### src/rtl/gf180mcu_fd_sc_mcu9t5v0__dlyline_prog.sv
// Programmable-depth clocked delay line.
// The WIDTH-bit bus I is delayed by 0..MAXDLY enabled clock edges, chosen at run time by SEL.
// VLD reports when every stage feeding the selected tap has been refilled since the last delay change.
module gf180mcu_fd_sc_mcu9t5v0__dlyline_prog #(
  parameter  int WIDTH  = 4,
  parameter  int MAXDLY = 8,
  localparam int SW     = $clog2(MAXDLY + 1)
) (
  input  logic             CLK,
  input  logic             RN,
  input  logic             EN,
  input  logic [SW-1:0]    SEL,
  input  logic [WIDTH-1:0] I,
  output logic [WIDTH-1:0] Z,
  output logic             VLD
);

  localparam logic [SW-1:0] MAX_SEL = SW'(MAXDLY);

  logic [WIDTH-1:0] tap_reg [MAXDLY];
  logic [SW-1:0]    sel_q_reg;
  logic [SW-1:0]    fill_reg;
  logic [SW-1:0]    sel_eff;
  logic [SW-1:0]    fill_next;

  // Requests beyond the physical line length fall back to the deepest tap.
  assign sel_eff = (SEL > MAX_SEL) ? MAX_SEL : SEL;

  // The fill counter saturates at the line length, so VLD stays high indefinitely.
  assign fill_next = (fill_reg == MAX_SEL) ? fill_reg : fill_reg + SW'(1);

  // Shift register: every enabled edge pushes I in at tap 0 and moves older samples one stage deeper.
  always_ff @(posedge CLK or negedge RN) begin
    if (!RN) begin
      for (int k = 0; k < MAXDLY; k++) begin
        tap_reg[k] <= '0;
      end
    end else if (EN) begin
      tap_reg[0] <= I;
      for (int k = 1; k < MAXDLY; k++) begin
        tap_reg[k] <= tap_reg[k-1];
      end
    end
  end

  // Delay select and fill tracking. A delay change restarts the fill count even while EN is low,
  // because the stages feeding the new tap have not been verified as filled.
  always_ff @(posedge CLK or negedge RN) begin
    if (!RN) begin
      sel_q_reg <= '0;
      fill_reg  <= '0;
    end else if (sel_eff != sel_q_reg) begin
      sel_q_reg <= sel_eff;
      fill_reg  <= '0;
    end else if (EN) begin
      fill_reg  <= fill_next;
    end
  end

  // Output tap mux. Delay 0 is a combinational bypass, and delay N reads tap N-1.
  always_comb begin
    Z = I;
    for (int k = 0; k < MAXDLY; k++) begin
      if (sel_q_reg == SW'(k + 1)) begin
        Z = tap_reg[k];
      end
    end
  end

  assign VLD = (fill_reg >= sel_q_reg);

endmodule
### config.mk
export PLATFORM = sky130hd
export DESIGN_NAME = gf180mcu_fd_sc_mcu9t5v0__dlyline_prog
export DESIGN_NICKNAME = d
export VERILOG_FILES = /design/src/rtl/gf180mcu_fd_sc_mcu9t5v0__dlyline_prog.sv
export SDC_FILE = /design/constraint.sdc
export NUM_CORES = 1
export LEC_CHECK = 0
export BUFFER_PORTS_ARGS = -buffer_cell sky130_fd_sc_hd__buf_2
export CAP_MARGIN = 10
export CORE_UTILIZATION = 60
export CTS_CLUSTER_DIAMETER = 100
export DETAILED_ROUTE_END_ITERATION = 8
export PLACE_DENSITY = 0.81
export SETUP_SLACK_MARGIN = 0.05
export SLEW_MARGIN = 20
export SYNTH_ARGS = -nofsm -noshare
export SYNTH_HDL_FRONTEND = slang
export SYNTH_SLANG_ARGS = --single-unit
### constraint.sdc
create_clock -name CLK -period 3.37 [get_ports CLK]
set_clock_uncertainty 0.05 [all_clocks]
set_input_delay 0.337 -clock CLK [delete_from_list [all_inputs] [get_ports CLK]]
set_output_delay 0.337 -clock CLK [all_outputs]
set_load 0.05 [all_outputs]
==> out/qor.txt, run 1 <==
status = completed
Worst-Margin Slew = 908 ps
Top FF cell, synth = dfrtp_1
H-tree depth = 2
worst skew pair latency = 360 ps
post-synthesis compound-gate area fraction = 11.8%
XOR/XNOR share of the synthesized area = 2.47%
# clock sinks = 40
site row count = 21
sequential-to-total area share from yosys stat = 47.1%
vias in the first global route = 1399
Die X = 61.5 um
max cap viols = 0
placer congestion estimate = 0.908
post-synthesis simple-gate area fraction = 10.8%
core region area = 0.00336 mm^2
first-pass GRT wire length = 6.42 mm
Clock transition at path regs = 120 ps
number of buffers created by CTS = 5
largest net degree at the start of global routing = 41
Syn Inst Count = 189
Synth Register Bits = 40
CTS max path bufs = 2
Port Buf Inserts = 15
Syn Area/Cell = 11.3 um^2
cell area power density = 548 mW/mm^2
Worst R2R Path Depth = 3
top cell type's share of synthesized area = 47.1%
Post-synth EDFFs = 0
Reg-to-Reg Start = sel_q_reg[1]$_DFFE_PN0P_
Post-CTS Setup Bufs = 0
post_cts resized = 0
post-synth cell types = 42
fmax = 347 MHz
Worst setup EP type = output port
leading area contributor after synthesis = dfrtp_1
Avg WL per Cell = 16.1 um
Final period util = 85.4%
post-synthesis mux area share = 19.8%
Finish-stage setup viols = 0
most numerous cell in the Yosys netlist = dfrtp_1
Critical Path AT = 2490 ps
max reg flops = 32
initial core utilization = 63.2%
CP delay by family, top = flip-flops
Leak Pwr = 0.964 nW
antenna violations before repair = 0
synthesis-to-layout area growth = 6.35%
Worst Setup Start Kind = flip-flop
Post-DRT Antenna Nets = 0
Reg-to-Reg End = fill_reg[1]$_DFFE_PN0P_
final hold slack = 24.8 ps
synth warn = 0
critical path type = reg2out
Slew headroom = 39.5%
setup TNS = 0 ps
Die Y = 61.5 um
fin. max-slew vios = 0
ranking of synthesized cells by area = dfrtp_1, mux2_2, ha_1
die area = 0.00379 mm^2
final hold vios = 0
CP max stage cell = dfrtp_1
R2R Setup Slk = 1770 ps
crit path time final = 2880 ps
CP cell instances = inv_2, or4_4, o221ai_1, a21oi_1, buf_2
CP peak stage delay = 960 ps
fin nets = 215
dpl hpwl = 2.73 mm
routed vias/inst = 6.00
Overflow after GRT = 0
post-route core utilization = 67.3%
Post-Synth Adder-Cell Area = 3.53%
CTS root buf = clkbuf_4
ys async rst share = 100%
synthesized cell area = 0.00213 mm^2
Critical Path RT = 2980 ps
drt drc = 0
ant diodes = 0
hold_buf cts = 0
vias = 1469
Top Ports = 16
Hold WC Path Type = in2async
drt first-iter violations = 62
Mapped Nets = 206
unrepaired setup endpoints after global routing = false
Buffers & Inverters on Critical Path = 2
share of cells above drive strength 1 = 28.6%
worst-case vdd ir drop = 0.334 mV
CP Max Fanout = 26
DR pass1 iterations = 4
top cells by count, synth = dfrtp_1, mux2_2, a21oi_1
WL final = 3.93 mm
largest family of logic cells by synthesized area = multiplexers
TritonCTS clock tree = done
GRT Overall Usage = 23.8%
==> worst max path at each step <==
stage | startpoint | end | slack [ps] | depth (start not counted)
after floorplan | sel_q_reg[0]$_DFFE_PN0P_ | Z[0] | 920 | 5
after global placement | sel_q_reg[1]$_DFFE_PN0P_ | Z[1] | 970 | 5
after detailed placement | sel_q_reg[1]$_DFFE_PN0P_ | Z[1] | 930 | 5
after CTS | sel_q_reg[1]$_DFFE_PN0P_ | Z[1] | 510 | 5
after global routing | sel_q_reg[1]$_DFFE_PN0P_ | Z[2] | 390 | 5
final | sel_q_reg[1]$_DFFE_PN0P_ | Z[1] | 490 | 5
==> stage by stage <==
step	worst slack, ps	instances	power (mW)	area (um^2)
2_1_floorplan	921	189	0.863	2130
5_1_grt	387	245	1.30	2260
3_3_place_gp	966	237	0.920	2190
6_report	491	245	1.24	2260
4_1_cts	513	245	1.24	2260
3_5_place_dp	931	237	0.938	2190
==> final cells by class <==
| cell class | count | area (um^2) |
|---|---|---|
| tap | 46 | 57.6 |
| clock inverter | 2 | 35.0 |
| multi-input combinational | 130 | 1030 |
| fill | 263 | 1100 |
| timing repair buffer | 15 | 75.1 |
| clock buffer | 6 | 41.3 |
| sequential | 40 | 1000 |
| inverter | 6 | 22.5 |
==> cell usage in the layout (no fill, tap or decap), types with 3 or more instances in the layout <==
| cell type | instances |
|---|---|
| a21o_1 | 3 |
| a21oi_1 | 14 |
| buf_2 | 15 |
| clkbuf_4 | 5 |
| dfrtp_1 | 40 |
| ha_1 | 6 |
| inv_1 | 5 |
| mux2_2 | 33 |
| mux2i_1 | 5 |
| nand2_1 | 7 |
| nand2b_1 | 3 |
| nand3_1 | 4 |
| nor2_1 | 7 |
| nor2b_1 | 7 |
| o21ai_0 | 5 |
| o221ai_1 | 3 |
| xnor2_1 | 4 |
==> logic make-up (layout without fill, tap and decap cells) <==
group,count (synthesis),in the layout
xor gates and xnor gates,6,6
buffers and inverters,19,29
adders and majority gates,6,6
and+or+nand+nor,41,41
DFF,40,40
muxes,38,38
AOI/OAI and AO/OA,39,39
==> where the power goes <==
group,internal (mW),switching [mW]
Sequential,0.581,0.0890
Clock,0.155,0.155
Combinational,0.135,0.124
==> per-layer routing <==
layer | up-vias | global-route usage [%] | routed length [um] | part of all wire [%]
met2 | 34 | 38.4 | 1920 | 49
met3 | 6 | 6.72 | 159 | 4.0
met5 | - | 0 | 0 | 0
met4 | 0 | 8.25 | 61 | 1.6
li1 | 696 | - | - | -
met1 | 733 | 30.9 | 1790 | 45
Note: power is estimated with default switching activity, not from simulation.
==> inputs of run 2 (changes only) <==
--- a/config.mk
+++ b/config.mk
@@ -7,10 +7,10 @@
 export LEC_CHECK = 0
 export BUFFER_PORTS_ARGS = -buffer_cell sky130_fd_sc_hd__buf_2
 export CAP_MARGIN = 10
-export CORE_UTILIZATION = 60
-export CTS_CLUSTER_DIAMETER = 100
+export CORE_UTILIZATION = 35
+export CTS_CLUSTER_DIAMETER = 60
 export DETAILED_ROUTE_END_ITERATION = 8
-export PLACE_DENSITY = 0.81
+export PLACE_DENSITY = 0.52
 export SETUP_SLACK_MARGIN = 0.05
 export SLEW_MARGIN = 20
 export SYNTH_ARGS = -nofsm -noshare
==> out/qor.txt, run 2 (synthesis results as in run 1) <==
Reg-to-Reg Start = sel_q_reg[1]$_DFFE_PN0P_ (unchanged)
crit path time final = 2790 ps (was 2880 ps)
fin nets = 215 (unchanged)
hold_buf cts = 0 (unchanged)
CP Max Fanout = 26 (unchanged)
final hold vios = 0 (unchanged)
DR pass1 iterations = 4 (unchanged)
unrepaired setup endpoints after global routing = false (unchanged)
synthesis-to-layout area growth = 9.06% (was 6.35%)
Finish-stage setup viols = 0 (unchanged)
most frequent cells in the layout = dfrtp_1, mux2_2, buf_2 (unchanged)
number of buffers created by CTS = 5 (unchanged)
dpl hpwl = 2.69 mm (was 2.73 mm)
setup TNS = 0 ps (unchanged)
final hold slack = 101 ps (was 24.8 ps)
Clock transition at path regs = 80 ps (was 120 ps)
worst skew pair latency = 290 ps (was 360 ps)
max reg flops = 32 (unchanged)
CTS max path bufs = 2 (unchanged)
Die Y = 80.0 um (was 61.5 um)
Post-DRT Antenna Nets = 0 (unchanged)
commonest non-fill, non-tap cell in the layout = dfrtp_1 (unchanged)
DP Area = 0.00222 mm^2 (was 0.00219 mm^2)
fillers = 585 (was 263)
Final Instance Area = 0.00232 mm^2 (was 0.00226 mm^2)
fmax = 358 MHz (was 347 MHz)
die area = 0.00639 mm^2 (was 0.00379 mm^2)
site row count = 28 (was 21)
total power = 1.26 mW (was 1.24 mW)
post_cts resized = 0 (unchanged)
placer congestion estimate = 0.723 (was 0.908)
initial core utilization = 36.1% (was 63.2%)
Post-CTS Setup Bufs = 0 (unchanged)
Worst setup EP type = output port (unchanged)
antenna violations before repair = 0 (unchanged)
cell area power density = 545 mW/mm^2 (was 548 mW/mm^2)
CTS root buf = clkbuf_8 (was clkbuf_4)
Worst R2R Path Depth = 3 (unchanged)
placed cells = 266 (was 237)
Die X = 80.0 um (was 61.5 um)
share of cells above drive strength 1 = 29.1% (was 28.6%)
Non-Filler Instances = 274 (was 245)
critical path type = reg2out (unchanged)
Final period util = 82.9% (was 85.4%)
post-route core utilization = 39.4% (was 67.3%)
Critical Path AT = 2410 ps (was 2490 ps)
first-pass GRT wire length = 6.87 mm (was 6.42 mm)
core region area = 0.00589 mm^2 (was 0.00336 mm^2)
Port Buf Inserts = 15 (unchanged)
H-tree depth = 2 (unchanged)
Critical Path RT = 2980 ps (about the same)
worst-case vdd ir drop = 0.173 mV (was 0.334 mV)
fin. max-slew vios = 0 (unchanged)
routed vias/inst = 5.14 (was 6.00)
drt drc = 0 (unchanged)
max cap viols = 0 (unchanged)
largest net degree at the start of global routing = 41 (unchanged)
status = completed (unchanged)
vias in the first global route = 1361 (was 1399)
Top Ports = 16 (unchanged)
Overflow after GRT = 0 (unchanged)
Avg WL per Cell = 14.5 um (was 16.1 um)
vias = 1408 (was 1469)
final worst slack = 575 ps (was 491 ps)
GRT Overall Usage = 14.0% (was 23.8%)
# clock sinks = 40 (unchanged)
Setup crit start = sel_q_reg[1]$_DFFE_PN0P_ (unchanged)
Slew headroom = 39.3% (was 39.5%)
WL final = 3.96 mm (was 3.93 mm)
pre-CTS setup slack = 921 ps (was 931 ps)
Hold WC Path Type = in2async (unchanged)
Leak Pwr = 0.966 nW (was 0.964 nW)
ant diodes = 0 (unchanged)
Worst-Margin Slew = 911 ps (was 908 ps)
drt first-iter violations = 128 (was 62)
Worst Setup Start Kind = flip-flop (unchanged)
TritonCTS clock tree = done (unchanged)
==> run 2: cell types whose count changed in the layout (fill, tap and decap cells not counted) <==
| cell | before | now |
|---|---|---|
| clkbuf_4 | 5 | 0 |
| clkinv_2 | 1 | 0 |
| clkinvlp_4 | 0 | 2 |
| clkbuf_8 | 0 | 6 |
| clkbuf_1 | 1 | 0 |
| bufinv_16 | 1 | 0 |
==> run 2: worst max-delay path: stages, from the launching register on <==
cell and delay, ps:
dfrtp_1 950, inv_2 120, ha_1 330, a21o_1 150, a21o_1 170, a21o_1 180
buf_2 210
==> run 2: path summary, 6_finish.rpt <==
kind | slack (ps) | end
max | 580 | VLD
min | 100 | tap_reg[21]$_DFFE_PN0P_
max reg2reg | 1780 | fill_reg[1]$_DFFE_PN0P_
min reg2reg | 470 | tap_reg[1]$_DFFE_PN0P_
max in group asynchronous | 2610 | tap_reg[28]$_DFFE_PN0P_
min in group CLK | 170 | sel_q_reg[3]$_DFFE_PN0P_
==> run 2: final cells by class <==
| type | instances | area [um^2] | share of cell area (%) |
|---|---|---|---|
| flip-flops and latches | 40 | 1000 | 43.2 |
| inverters | 6 | 22.5 | 0.971 |
| clock inverters | 2 | 15.0 | 0.647 |
| multi-input cells | 130 | 1030 | 44.4 |
| well taps | 75 | 93.8 | 4.05 |
| clock buffers | 6 | 82.6 | 3.56 |
| repair buffers | 15 | 75.1 | 3.24 |
==> run 2: report_power, final <==
part / internal [mW] / switching [mW]
Clock: 0.166 / 0.173
Sequential: 0.582 / 0.0879
Combinational: 0.134 / 0.121
Total: 0.882 / 0.382
==> run 2: layer usage <==
metal | vias to the layer above | wire [um] | global-route usage, %
li1 | 705 | - | -
met1 | 681 | 2140 | 20.2
met2 | 18 | 1660 | 20.2
met3 | 4 | 129 | 3.77
met4 | 0 | 37 | 4.29
met5 | - | 0 | 0
==> inputs of run 3 (changes only) <==
--- a/config.mk
+++ b/config.mk
@@ -10,7 +10,7 @@
 export CORE_UTILIZATION = 35
 export CTS_CLUSTER_DIAMETER = 60
 export DETAILED_ROUTE_END_ITERATION = 8
-export PLACE_DENSITY = 0.52
+export PLACE_DENSITY = 0.54
 export SETUP_SLACK_MARGIN = 0.05
 export SLEW_MARGIN = 20
 export SYNTH_ARGS = -nofsm -noshare
==> constraint.sdc (replaced) <==
create_clock -name CLK -period 2.3 [get_ports CLK]
set_clock_uncertainty 0.05 [all_clocks]
set_input_delay 0.23 -clock CLK [delete_from_list [all_inputs] [get_ports CLK]]
set_output_delay 0.23 -clock CLK [all_outputs]
set_load 0.05 [all_outputs]
==> out/qor.txt, run 3 (synthesis results as in run 1) <==
DR pass1 iterations = 4 (unchanged)
routed vias/inst = 5.20 (was 5.14)
Slew headroom = 40.3% (was 39.3%)
cell area power density = 777 mW/mm^2 (was 545 mW/mm^2)
DR WL met3 = 138 um (was 129 um)
final hold slack = 9.93 ps (was 101 ps)
Reg-to-Reg End = fill_reg[1]$_DFFE_PN0P_ (unchanged)
Setup crit start = sel_q_reg[0]$_DFFE_PN0P_ (was sel_q_reg[1]$_DFFE_PN0P_)
fillers = 595 (was 585)
drt drc = 0 (unchanged)
internal cell power = 1.31 mW (was 882 uW)
WL final = 4.34 mm (was 3.96 mm)
TritonCTS clock tree = done (unchanged)
worst skew pair latency = 290 ps (about the same)
Psw = 562 uW (was 382 uW)
CP peak stage delay = 560 ps (was 950 ps)
largest net degree at the start of global routing = 41 (unchanged)
commonest non-fill, non-tap cell in the layout = dfrtp_1 (unchanged)
CTS root buf = clkbuf_8 (unchanged)
placer congestion estimate = 0.729 (was 0.723)
Multi-input gate area = 0.00105 mm^2 (was 0.00103 mm^2)
post-route core utilization = 40.8% (was 39.4%)
first-pass GRT wire length = 7.52 mm (was 6.87 mm)
Worst-Margin Slew = 895 ps (was 911 ps)
vias = 1457 (was 1408)
drt first-iter violations = 119 (was 128)
Clock transition at path regs = 80 ps (about the same)
Die X = 80.0 um (unchanged)
max reg flops = 32 (unchanged)
vias in the first global route = 1480 (was 1361)
Reg-to-Reg Start = sel_q_reg[2]$_DFFE_PN0P_ (was sel_q_reg[1]$_DFFE_PN0P_)
share of cells above drive strength 1 = 34.1% (was 29.1%)
critical path type = reg2out (unchanged)
Post-DRT Antenna Nets = 0 (unchanged)
Critical Path AT = 1890 ps (was 2410 ps)
Hold WC Path Type = in2async (unchanged)
clock share of power = 26.0% (was 26.8%)
Finish-stage setup viols = 0 (unchanged)
Worst Setup Start Kind = flip-flop (unchanged)
met2 wire len = 1.87 mm (was 1.66 mm)
Overflow after GRT = 0 (unchanged)
CP max stage cell = or4_4 (was dfrtp_1)
Worst R2R Path Depth = 5 (was 3)
CP cell instances = buf_6, or4_4, o221ai_1, a21oi_1, buf_4 (was inv_2, ha_1, a21o_1, a21o_1, a21o_1, buf_2)
hold_buf cts = 0 (unchanged)
Seq. cell area = 0.00100 mm^2 (about the same)
Top Ports = 16 (unchanged)
most frequent cells in the layout = dfrtp_1, mux2_2, a21oi_1 (was dfrtp_1, mux2_2, buf_2)
Final period util = 94.5%
die area = 0.00639 mm^2 (unchanged)
GRT Overall Usage = 15.6% (was 14.0%)
Worst setup EP type = output port (unchanged)
Flop pwr share = 51.8% (was 53.0%)
setup TNS = 0 ps (unchanged)
max cap viols = 0 (unchanged)
top layer in use = met4 (unchanged)
# clock sinks = 40 (unchanged)
Leak Pwr = 1.01 nW (was 0.966 nW)
antenna violations before repair = 0 (unchanged)
dpl hpwl = 2.94 mm (was 2.69 mm)
combinational fraction of design power = 22.2% (was 20.2%)
initial core utilization = 36.1% (unchanged)
Critical Path RT = 2020 ps (was 2980 ps)
fin. max-slew vios = 0 (unchanged)
fmax = 460 MHz
ant diodes = 0 (unchanged)
CP Max Fanout = 20 (was 26)
Avg WL per Cell = 15.5 um (was 14.5 um)
site row count = 28 (unchanged)
Port Buf Inserts = 15 (unchanged)
H-tree depth = 2 (unchanged)
worst-case vdd ir drop = 0.320 mV (was 0.173 mV)
Die Y = 80.0 um (unchanged)
Switching Fraction = 30.1% (was 30.2%)
number of buffers created by CTS = 5 (unchanged)
R2R Setup Slk = 910 ps (was 1780 ps)
synthesis-to-layout area growth = 13.0% (was 9.06%)
status = completed (unchanged)
core region area = 0.00589 mm^2 (unchanged)
final hold vios = 0 (unchanged)
CTS max path bufs = 2 (unchanged)
crit path time final = 2170 ps
met1 wire length = 2.28 mm (was 2.14 mm)
fin nets = 221 (was 215)
unrepaired setup endpoints after global routing = false (unchanged)
run 3: cell count changes in the layout (fill, tap and decap cells not counted), moves of 2 or more:
cell / before / now
clkinvlp_4: 2 / 0
buf_2: 15 / 12
dfrtp_1: 40 / 38
buf_4: 0 / 6
dfrtp_2: 0 / 2
clkinv_2: 0 / 2
run 3: how the worst max path moves through the flow:
stage                 to  slack (ps)  cells past startpoint
finish              Z[1]         130                      5
global route         VLD          50                      7
CTS                 Z[1]          60                      5
detailed placement  Z[2]         330                      5
global placement    Z[2]         300                      5
floorplan           Z[2]         220                      6
run 3: cell type report:
class                      count  area share [%]
inverter                       6           0.937
tap                           75            3.90
clock buffer                   6            3.44
clock inverter                 2           0.416
sequential                    40            41.7
multi-input combinational    130            43.6
timing repair buffer          21            5.99
run 3: what timing repair did:
item | 4_1_cts | 5_1_grt
resized for setup | 4 | 7
setup buffers | 0 | 0
endpoints found under the setup margin | 3 | 4
pin swaps | 0 | 1
run 3: critical path: cells and delay by family, from the launching register on:
family / cells / cell delay, ps
simple gates: 1 / 560
compound gates: 2 / 280
buf+inv: 2 / 360
flops: 1 / 400
run 3: per-stage QoR:
step	worst slack (ps)	power, mW	cell area, um^2	std cells
finish	127	1.87	2400	280
global placement	301	1.38	2280	272
detailed placement	334	1.39	2280	272
CTS	57.1	1.90	2390	280
floorplan	224	1.26	2130	189
global route	52.8	2.00	2400	280
run 3: power by group through the flow:
stage	Sequential (mW)	Clock [mW]	Combinational, mW
after detailed placement	0.982	0	0.407
after floorplan	0.934	0	0.330
after CTS	0.969	0.512	0.415
final	0.968	0.487	0.414
after global placement	0.980	0	0.403
after global routing	0.992	0.548	0.456
run 3: metal layers:
metal	vias to the layer above	global-route usage (%)
met5	-	0
met1	718	22.0
met2	21	23.2
met4	0	5.00
li1	712	-
met3	6	3.89
